[config.mk]
export PLATFORM = sky130hd
export DESIGN_NAME = mem_rw_sequencer
export DESIGN_NICKNAME = d
export VERILOG_FILES = /design/src/rtl/mem_rw_sequencer.sv
export SDC_FILE = /design/constraint.sdc
export NUM_CORES = 1
export LEC_CHECK = 0
export ABC_AREA = 0
export CELL_PAD_IN_SITES_DETAIL_PLACEMENT = 2
export CELL_PAD_IN_SITES_GLOBAL_PLACEMENT = 2
export CORE_AREA = 2 2 65 67
export DETAILED_ROUTE_END_ITERATION = 16
export DIE_AREA = 0 0 67 69
export HOLD_SLACK_MARGIN = 0.02
export PLACE_DENSITY_LB_ADDON = 0.1
export SYNTH_ARGS = -nofsm -noshare
export SYNTH_HDL_FRONTEND = slang
export SYNTH_SLANG_ARGS = --single-unit
[constraint.sdc]
create_clock -name clk -period 1.7 [get_ports clk]
set_input_delay 0.17 -clock clk [delete_from_list [all_inputs] [get_ports clk]]
set_output_delay 0.17 -clock clk [all_outputs]
set_load 0.03 [all_outputs]
[src/rtl/mem_rw_sequencer.sv]
// rtl/mem_rw_sequencer.sv - four-phase NCL sequencer for the dual-rail memory RW mux
// Arbitrates fetch/data requesters and runs DATA/NULL wavefronts, latching the resolved RW.
module mem_rw_sequencer #(
  parameter int SYNC_STAGES = 2,
  parameter int MIN_HOLD    = 2,
  parameter int TIMEOUT     = 64
) (
  input  logic clk,
  input  logic rst_n,
  input  logic fetch_req,
  input  logic data_req,
  input  logic data_we,
  output logic fetch_done,
  output logic data_done,
  output logic rw_value,
  output logic busy,
  output logic err,
  input  logic err_clr,
  output logic ph0_t,
  output logic ph0_f,
  output logic mi_t,
  output logic mi_f,
  input  logic rw_t,
  input  logic rw_f
);

  localparam int CW = $clog2(TIMEOUT + 1);
  localparam int HW = $clog2(MIN_HOLD + 1);

  typedef enum logic [1:0] {S_IDLE, S_DATA, S_NULL, S_ERROR} state_t;

  state_t state, state_n;

  logic [SYNC_STAGES-1:0] t_sync, f_sync;
  logic rw_s_t, rw_s_f, rw_valid, rw_null, rw_illegal;

  logic tok_ph0, tok_mi, side_data, rr_data;
  logic [HW-1:0] hold_cnt;
  logic [CW-1:0] to_cnt;

  logic fetch_eff, data_eff, hold_ok, timed_out, awaited;
  logic take_grant, grant_is_data, rr_flip, latch_rw, done_pulse;

  always_ff @(posedge clk or negedge rst_n) begin
    if (!rst_n) begin
      t_sync <= '0;
      f_sync <= '0;
    end else begin
      t_sync <= {t_sync[SYNC_STAGES-2:0], rw_t};
      f_sync <= {f_sync[SYNC_STAGES-2:0], rw_f};
    end
  end

  assign rw_s_t     = t_sync[SYNC_STAGES-1];
  assign rw_s_f     = f_sync[SYNC_STAGES-1];
  assign rw_valid   = rw_s_t ^ rw_s_f;
  assign rw_null    = ~rw_s_t & ~rw_s_f;
  assign rw_illegal = rw_s_t & rw_s_f;

  // A side whose done is pulsing this cycle is not re-granted until the next cycle.
  assign fetch_eff = fetch_req & ~fetch_done;
  assign data_eff  = data_req & ~data_done;
  assign hold_ok   = hold_cnt >= HW'(MIN_HOLD - 1);
  assign timed_out = to_cnt >= CW'(TIMEOUT - 1);
  assign awaited   = (state == S_DATA) ? rw_valid : rw_null;

  always_comb begin
    state_n       = state;
    take_grant    = 1'b0;
    grant_is_data = 1'b0;
    rr_flip       = 1'b0;
    latch_rw      = 1'b0;
    done_pulse    = 1'b0;
    case (state)
      S_IDLE: begin
        if (fetch_eff || data_eff) begin
          take_grant = 1'b1;
          state_n    = S_DATA;
          if (fetch_eff && data_eff) begin
            grant_is_data = rr_data;
            rr_flip       = 1'b1;
          end else begin
            grant_is_data = data_eff;
          end
        end
      end
      S_DATA: begin
        if (rw_illegal || timed_out) begin
          state_n = S_ERROR;
        end else if (rw_valid && hold_ok) begin
          latch_rw = 1'b1;
          state_n  = S_NULL;
        end
      end
      S_NULL: begin
        if (rw_illegal || timed_out) begin
          state_n = S_ERROR;
        end else if (rw_null && hold_ok) begin
          done_pulse = 1'b1;
          state_n    = S_IDLE;
        end
      end
      default: begin
        if (err_clr && rw_null) state_n = S_IDLE;
      end
    endcase
  end

  always_ff @(posedge clk or negedge rst_n) begin
    if (!rst_n) begin
      state      <= S_IDLE;
      tok_ph0    <= 1'b0;
      tok_mi     <= 1'b0;
      side_data  <= 1'b0;
      rr_data    <= 1'b0;
      hold_cnt   <= '0;
      to_cnt     <= '0;
      rw_value   <= 1'b0;
      fetch_done <= 1'b0;
      data_done  <= 1'b0;
    end else begin
      state      <= state_n;
      fetch_done <= done_pulse & ~side_data;
      data_done  <= done_pulse & side_data;
      if (take_grant) begin
        tok_ph0   <= grant_is_data;
        tok_mi    <= grant_is_data & data_we;
        side_data <= grant_is_data;
      end
      if (rr_flip) rr_data <= ~grant_is_data;
      if (latch_rw) rw_value <= rw_s_t;
      // Hold counts consecutive cycles the awaited completion is seen, so the
      // wavefront lasts SYNC_STAGES + MIN_HOLD cycles even with a zero-delay mux.
      if (state_n != state || !awaited) begin
        hold_cnt <= '0;
      end else if (hold_cnt < HW'(MIN_HOLD - 1)) begin
        hold_cnt <= hold_cnt + HW'(1);
      end
      if (state_n != state) begin
        to_cnt <= '0;
      end else if (to_cnt != CW'(TIMEOUT)) begin
        to_cnt <= to_cnt + CW'(1);
      end
    end
  end

  // Rails are decoded from state so an asynchronous reset forces NULL at once.
  assign ph0_t = (state == S_DATA) & tok_ph0;
  assign ph0_f = (state == S_DATA) & ~tok_ph0;
  assign mi_t  = (state == S_DATA) & tok_mi;
  assign mi_f  = (state == S_DATA) & ~tok_mi;
  assign busy  = state != S_IDLE;
  assign err   = state == S_ERROR;

endmodule

### Word-level counts from Yosys, hierarchy flattened

Index checks and enable logic that the tools add are counted.

* add/sub/neg operators: 2
* magnitude comparators: 3
* equality and inequality tests: 5
* mux-type cells: 26
* bitwise gates (word level): 19
* reduce and logical (&&, ||, !) cells: 12

Operators with widths (count)
* $mux 2: 8
* $mux 1: 15
* $mux 7: 2
* $and 1x1->1: 11
* $add 7x1->7 const B: 1
* $ge 7x6->1 const B: 1
* $ne 7x7->1 const B: 1
* $not 1->1: 7
* $pmux 2 s3: 1
* $reduce_bool 2->1: 3
* $eq 2x2->1 const B: 2
* $logic_and 1x1->1: 4
* $logic_or 1x1->1: 3
* $add 2x1->2 const B: 1
* $eq 2x1->1 const B: 1
* $ge 2x1->1 const B: 1
* $logic_not 2->1: 1
* $lt 2x1->1 const B: 1
* $ne 2x2->1: 1
* $logic_not 1->1: 1
* $xor 1x1->1: 1

* register bits after elaboration: 21
* input bits: 8
* output and inout port bits: 9
* logic and storage cells: 78

### Longest topological paths before layout

Gate-level depths: netlist (run 1).

* depth after elaboration: 9
* mapped depth: 6
* mapped depth without buffers: 6

### Worst setup path before layout (run 1)

OpenSTA, ideal clock, no wires.

* path type: flip-flop to flip-flop
* start: register to_cnt[0]
* end: register rw_value
* setup time: 0.125 ns
* arrival: 1.748 ns
* data required time: 1.575 ns
* slack: -0.172 ns
* stages on the path, launching flop included: 6
* buffers on the path: 0
* clock period less this slack: 1.872 ns
* cells stage by stage: dfrtp_1 -> ha_1 -> a21o_1 -> a211o_1 -> nor3_1 -> mux2_2

* cells in the longest elaborated chain, start to end: 4

RTL lines
* start: declaration: line 39 `logic [CW-1:0] to_cnt;`
* start signal: assignment: line 142 `to_cnt <= to_cnt + CW'(1);`
* $ge 7x6->1: line 64 `assign timed_out = to_cnt >= CW'(TIMEOUT - 1);`
* $logic_or 1x1->1: line 88 `if (rw_illegal || timed_out) begin`
* $mux 1: line 88
* $mux 1: line 74 `case (state)`
* end signal: assignment: line 131 `if (latch_rw) rw_value <= rw_s_t;`
* end: declaration: line 15 `output logic rw_value,`

No other way between the ends.
A chain may end at the register's enable or synchronous reset.

### Worst setup path in the final report (run 1)

* start: register to_cnt[0]
* end: register hold_cnt[0]

* cells in the longest elaborated chain, start to end: 7
* elaborated cells on any way between the ends: 9
* classes of those cells: order compare: 1; eq/ne: 1; mux: 4; reduce/logical: 3

RTL lines
* $ge 7x6->1 (*): line 64
* $logic_or 1x1->1 (*): line 88, 96
* $mux 2, on equally long branches: line 96, 88
* $pmux 2 s3 (*): line 74
* $ne 2x2->1 (*): line 134 `if (state_n != state || !awaited) begin`
* $logic_or 1x1->1 (*): line 134
* $mux 2 / $reduce_bool 2->1 (equally long branches)
* end signal: assignment: line 137 `hold_cnt <= hold_cnt + HW'(1);`
* end: declaration: line 38 `logic [HW-1:0] hold_cnt;`

Every way passes the cells marked *; elsewhere a longest branch is shown, timed or not.

==> flow_summary.yaml, run 1 <==
timing:
  grt_setup_unrepaired: "true"
  tightest_slew_ns: 0.433
  timing.hold.ws_ns: 0.252
  fin_crit_sh: 1.07
  slew_violations: 0
  finalCriticalPeriod_ns: 1.81
  finalSetupViolations: 11
  fin_worst_skew_ns: 0.000979
  hold_violations: 0
  fin_setup_tns_ns: -0.825
  slew_headroom: 0.711
  finalWorstSetupSlack_ns: -0.111
  max_freq_mhz: 552
clocking:
  cts.reportedPaths.clkPinSlew_ns: 0.08
  clock-root-buffer: "clkbuf_8"
  tritoncts: "yes"
  holdBufCountCts: 0
  cts_made_buffers: 3
  h-tree-depth: 1
  clockBufferDepth: 2
  numClockSinks: 21
  clock_latency_ns: 0.26
global_routing:
  gr-usage-met3: 0.0212
  grt-busiest-layer: "met2"
  grt_pass1_wl_um: 6150
  grt_use_met2: 0.326
  overflow: 0
  grt_pass1_vias: 1265
  grt_use_met1: 0.206
  grt_usage: 0.175
  grt_max_degree: 22
  antenna_found_initial: 0
critical_path:
  end_kind: "flip-flop"
  cp-start-kind: "flip-flop"
  cp.buffers_inverters: 1
  crit_family: "compound AO/OA/AOI/OAI gates"
  crit_slowest_cell: "a2111oi_4"
  worstPathMaxFanout: 3
  max_stage_delay_ns: 0.48
  crit_chain: "ha_2, a21o_4, a2111oi_4, buf_4, o211ai_1, nor3_1"
  crit_type: "reg2reg"
  arrival_ns: 1.99
  cp.required_ns: 1.88
yosys:
  synth_cells: 112
  syn_area_per_cell_um2: 10.3
  syn_area_mm2: 0.00115
  synth_cell_types: 31
  ys_ff_latch: 21
  synth_nets: 125
  synth_warnings: 0
  yosysSeqAreaShare: 0.457
routing:
  drt_iter0_markers: 20
  dr.pass1.iters: 2
  vias_per_cell: 5.04
  ant_nets: 0
  drcViolationCount: 0
  vias: 1043
  wl_per_cell_um: 17.6
  wl_um: 3640
finish:
  fill_cells: 427
  final_cell_mix: "buf_4, dfrtp_1, inv_1"
  final_area_mm2: 0.00174
  layout_commonest_cell: "buf_4"
  final_nets: 171
  syn_to_final_growth_pct: 50.9
  drive_gt1_frac: 0.350
  antennaDiodeCount: 0
run_status:
  violations: "setup timing"
  outcome: "finished, violations left"
placement:
  port_buffers: 16
  place_ws_ns: -0.273
  hpwl_um: 2710
  placed_area_mm2: 0.00154
  gp_congestion: 0.751
die:
  dieHeight_um: 69
  dieArea_mm2: 0.00462
  core_area_mm2: 0.00391
  rows: 23
  initial_core_util: 0.294
  io_pins: 17
  die_w_um: 67
power:
  powerDensity_mw_per_mm2: 1440
  peakVddDrop_v: 0.000675
  power.leakage_nw: 0.757
run:
  cap_violations: 0
min_path:
  min_path_type: "in2async"
==> area by class of cell <==
cell class,count,area (um2),share of cell area
multi-input cells,80,712,0.410
flip-flops and latches,21,527,0.304
repair buffers,41,347,0.200
well taps,50,62.6,0.0360
clock buffers,3,41.3,0.0238
inverters,11,41.3,0.0238
clock inverters,1,5.00,0.00288
==> registers in the layout, indices dropped and copies added, names as in the netlist <==
register,cells
data_done,1
f_sync,2
fetch_done,1
hold_cnt,2
rr_data,1
rw_value,1
side_data,1
state,2
t_sync,2
to_cnt,7
tok_mi,1
==> report_power, final <==
part / leakage (nW) / switching, mW / internal [mW]
registers: 0.267 / 0.133 / 0.623
clock network: 0.0255 / 0.176 / 0.163
logic: 0.464 / 0.766 / 0.640
total: 0.757 / 1.07 / 1.43
==> cells in the mapped netlist <==
master	number	area (um2)
and4_1	1	8.76
o21ai_0	5	25.0
a2111oi_4	1	27.5
o311ai_4	1	26.3
a211oi_1	2	15.0
and3_1	1	6.26
inv_1	11	41.3
nor2_2	1	6.26
a311oi_1	1	8.76
nand3_1	5	25.0
xor2_1	5	43.8
nor2b_1	3	18.8
and4_2	1	10.0
nor3_1	4	20.0
nand2b_1	4	25.0
a221oi_1	1	8.76
mux2i_1	1	10.0
a21o_1	2	15.0
a21oi_1	3	15.0
ha_1	5	62.6
and2_1	4	25.0
xnor2_1	2	17.5
dfrtp_1	21	526
mux2_2	2	22.5
nor2_1	5	18.8
nand2_1	5	18.8
o211ai_1	2	15.0
nor4_1	10	62.6
a211o_1	1	8.76
a22o_1	1	8.76
and2b_1	1	7.51
==> worst paths after layout <==
check | startpoint | endpoint | slack (ns) | depth (start not counted)
max | to_cnt[0] | hold_cnt[0] | -0.11 | 6
min | rst_n | tok_mi | 0.25 | 2
max reg2reg | to_cnt[0] | hold_cnt[0] | -0.11 | 6
min reg2reg | t_sync[0] | t_sync[1] | 0.37 | 0
max in group asynchronous | rst_n | state[0] | 1.21 | 2
min in group clk | rw_t | t_sync[0] | 0.34 | 1
==> layer usage <==
| layer | part of all wire | vias up |
|---|---|---|
| met2 | 0.55 | 13 |
| met1 | 0.42 | 536 |
| met3 | 0.018 | 2 |
| met4 | 0.0058 | 0 |
| li1 | - | 492 |
| met5 | 0 | - |
==> cells by family (layout without fill, tap and decap cells) <==
group | count (synthesis) | in the layout | share of synthesized area
AO/OA/AOI/OAI | 20 | 20 | 0.151
XOR/XNOR | 7 | 7 | 0.0533
adder cells (fa/ha/maj) | 5 | 5 | 0.0544
buffers and inverters | 11 | 56 | 0.0359
flip-flops | 21 | 21 | 0.457
multiplexers | 3 | 3 | 0.0283
AND/OR/NAND/NOR | 45 | 45 | 0.220
==> through the flow <==
step | utilization | power (mW) | cells
6_report | 0.443 | 2.50 | 207
5_1_grt | 0.443 | 2.67 | 207
4_1_cts | 0.431 | 2.44 | 207
3_5_place_dp | 0.394 | 1.96 | 200
3_3_place_gp | 0.394 | 1.90 | 200
2_1_floorplan | - | 1.39 | 112
==> what timing repair did <==
item	4_1_cts	5_1_grt
pin swaps	2	10
gates cloned	1	0
setup buffers	3	1
gates resized for setup	20	9
setup endpoints to repair	16	14
Note: power is estimated with default switching activity, not from simulation.
==> run 2: changes to the inputs <==
--- a/config.mk
+++ b/config.mk
@@ -8,9 +8,9 @@
 export ABC_AREA = 0
 export CELL_PAD_IN_SITES_DETAIL_PLACEMENT = 2
 export CELL_PAD_IN_SITES_GLOBAL_PLACEMENT = 2
-export CORE_AREA = 2 2 65 67
+export CORE_AREA = 2 2 63 65
 export DETAILED_ROUTE_END_ITERATION = 16
-export DIE_AREA = 0 0 67 69
+export DIE_AREA = 0 0 65 67
 export HOLD_SLACK_MARGIN = 0.02
 export PLACE_DENSITY_LB_ADDON = 0.1
 export SYNTH_ARGS = -nofsm -noshare
==> constraint.sdc (replaced) <==
create_clock -name clk -period 1.8 [get_ports clk]
set_input_delay 0.18 -clock clk [delete_from_list [all_inputs] [get_ports clk]]
set_output_delay 0.18 -clock clk [all_outputs]
set_load 0.03 [all_outputs]
==> run 2 against run 1 <==
  * Maximum frequency is 0.12% higher
  * Sequential share of layout area up 0.94 points
  * Worst setup slack improved by 0.10 ns
  * Sequential power shrank 8.3%
  * Critical path type unchanged
  * Hold slack improved by 0.0062 ns
  * Register-to-register slack gained 0.10 ns
  * Clock-buffer cell count did not move
  * Design area fell by 3.2%
  * Non-clock buffer count is 5 lower
  * Die area is 5.8% lower
  * The flow still finishes with violations (setup timing)
  * Total power is 9.2% lower
  * Core utilization up 2.2 points
==> flow_summary.yaml, run 2 (synthesis gave the netlist of run 1 again) <==
clocking:
  cts.reportedPaths.clkPinSlew_ns: 0.09
  clock-root-buffer: "clkbuf_8"
  clockBufferDepth: 2
  clock_latency_ns: 0.27
  cts_made_buffers: 3
  numClockSinks: 21
  h-tree-depth: 1
  tritoncts: "yes"
critical_path:
  cp.required_ns: 1.93
  reg2reg_to: "to_cnt[0]"
  worstPathMaxFanout: 9
  arrival_ns: 1.94
  r2r_start: "to_cnt[0]"
  end_kind: "flip-flop"
  cp-start-kind: "flip-flop"
  crit_type: "reg2reg"
  cp-startpoint: "to_cnt[0]"
  rr_worst_depth: 6
  reg2reg_slack_ns: -0.009
die:
  rows: 22
  io_pins: 17
  dieHeight_um: 67
  die_w_um: 65
  initial_core_util: 0.319
  core_area_mm2: 0.00361
  dieArea_mm2: 0.00436
global_routing:
  overflow: 0
  grt_usage: 0.185
  antenna_found_initial: 0
  grt_max_degree: 22
  grt_pass1_vias: 1197
  grt_pass1_wl_um: 5990
timing:
  fin_worst_skew_ns: 0.00870
  finalCriticalPeriod_ns: 1.81
  hold_violations: 0
  max_freq_mhz: 553
  finalWorstSetupSlack_ns: -0.00899
  slew_violations: 0
  grt_setup_unrepaired: "true"
  tightest_slew_ns: 0.561
  finalSetupViolations: 1
  fin_crit_sh: 1.00
  timing.hold.ws_ns: 0.258
  slew_headroom: 0.626
run_status:
  outcome: "finished, violations left"
  violations: "setup timing"
finish:
  final_area_mm2: 0.00168
  layout_commonest_cell: "dfrtp_1"
  top_register: "to_cnt"
  syn_to_final_growth_pct: 46.0
  antennaDiodeCount: 0
  drive_gt1_frac: 0.303
  final_nets: 166
  largest_reg_flops: 7
  final_cell_mix: "dfrtp_1, buf_4, inv_1"
placement:
  gp_congestion: 0.743
  placed_area_mm2: 0.00152
  port_buffers: 16
  hpwl_um: 2710
  place_ws_ns: -0.142
routing:
  drt_iter0_markers: 32
  drcViolationCount: 0
  wl_per_cell_um: 18.1
  wl_um: 3610
  ant_nets: 0
  vias_per_cell: 5.19
  vias: 1037
  dr.pass1.iters: 4
power:
  peakVddDrop_v: 0.000463
  power.leakage_nw: 0.747
  power_mw: 2.27
  powerDensity_mw_per_mm2: 1350
run:
  cap_violations: 0
min_path:
  min_path_type: "in2async"
[run 2: changes by cell type in the layout (fill, tap and decap cells not counted), moves of 2 or more]
| cell | before | now |
|---|---|---|
| buf_4 | 25 | 17 |
| nor4_1 | 1 | 4 |
| nor4_2 | 7 | 4 |
| clkbuf_2 | 0 | 2 |
[run 2: routing by layer]
layer	share of wire	vias up	global-route usage
met5	0	-	0
met3	0.022	5	0.0220
met1	0.42	538	0.216
met2	0.54	13	0.352
met4	0.011	0	0.0559
li1	-	481	-
[run 2: worst max-delay path: stages (launching register included)]
cell	delay [ns]
dfrtp_1	0.40
ha_2	0.20
a21o_4	0.21
a211o_4	0.36
o311ai_4	0.26
buf_12	0.18
nor4_1	0.06
[run 2: power breakdown]
group,internal (mW),switching [mW],total [mW],leakage (nW)
registers,0.586,0.107,0.693,0.268
logic,0.541,0.708,1.25,0.454
clock network,0.155,0.175,0.330,0.0255
[run 2: repair_timing]
item | 4_1_cts | 5_1_grt
endpoints found under the setup margin | 17 | 16
gates resized for setup | 9 | 21
buffers inserted | 3 | 0
pin swaps | 4 | 1
hold buffers | 0 | 0
[run 2: metrics by stage]
stage               setup TNS [ns]  instances   util
floorplan                  -0.0110        112      -
global placement          -0.00396        194  0.422
detailed placement          -0.449        194  0.422
CTS                              0        200  0.443
global route                -0.665        200  0.466
finish                    -0.00899        200  0.466
[run 2: final cells by class]
class / count / area, um2
tap: 48 / 60.1
timing repair buffer: 36 / 320
inverter: 11 / 41.3
clock inverter: 1 / 5.00
clock buffer: 3 / 41.3
sequential: 21 / 526
multi-input combinational: 80 / 686
fill: 381 / 1930
[run 2: how the worst max path moves through the flow]
| stage | cells after the start | to | slack (ns) |
|---|---|---|---|
| 5_1_grt | 7 | to_cnt[0] | -0.11 |
| 3_5_place_dp | 6 | to_cnt[2] | -0.14 |
| 3_3_place_gp | 6 | hold_cnt[1] | -0.004 |
| 4_1_cts | 5 | rw_value | 0.002 |
| 6_report | 6 | to_cnt[0] | -0.009 |
| 2_1_floorplan | 5 | rw_value | -0.01 |
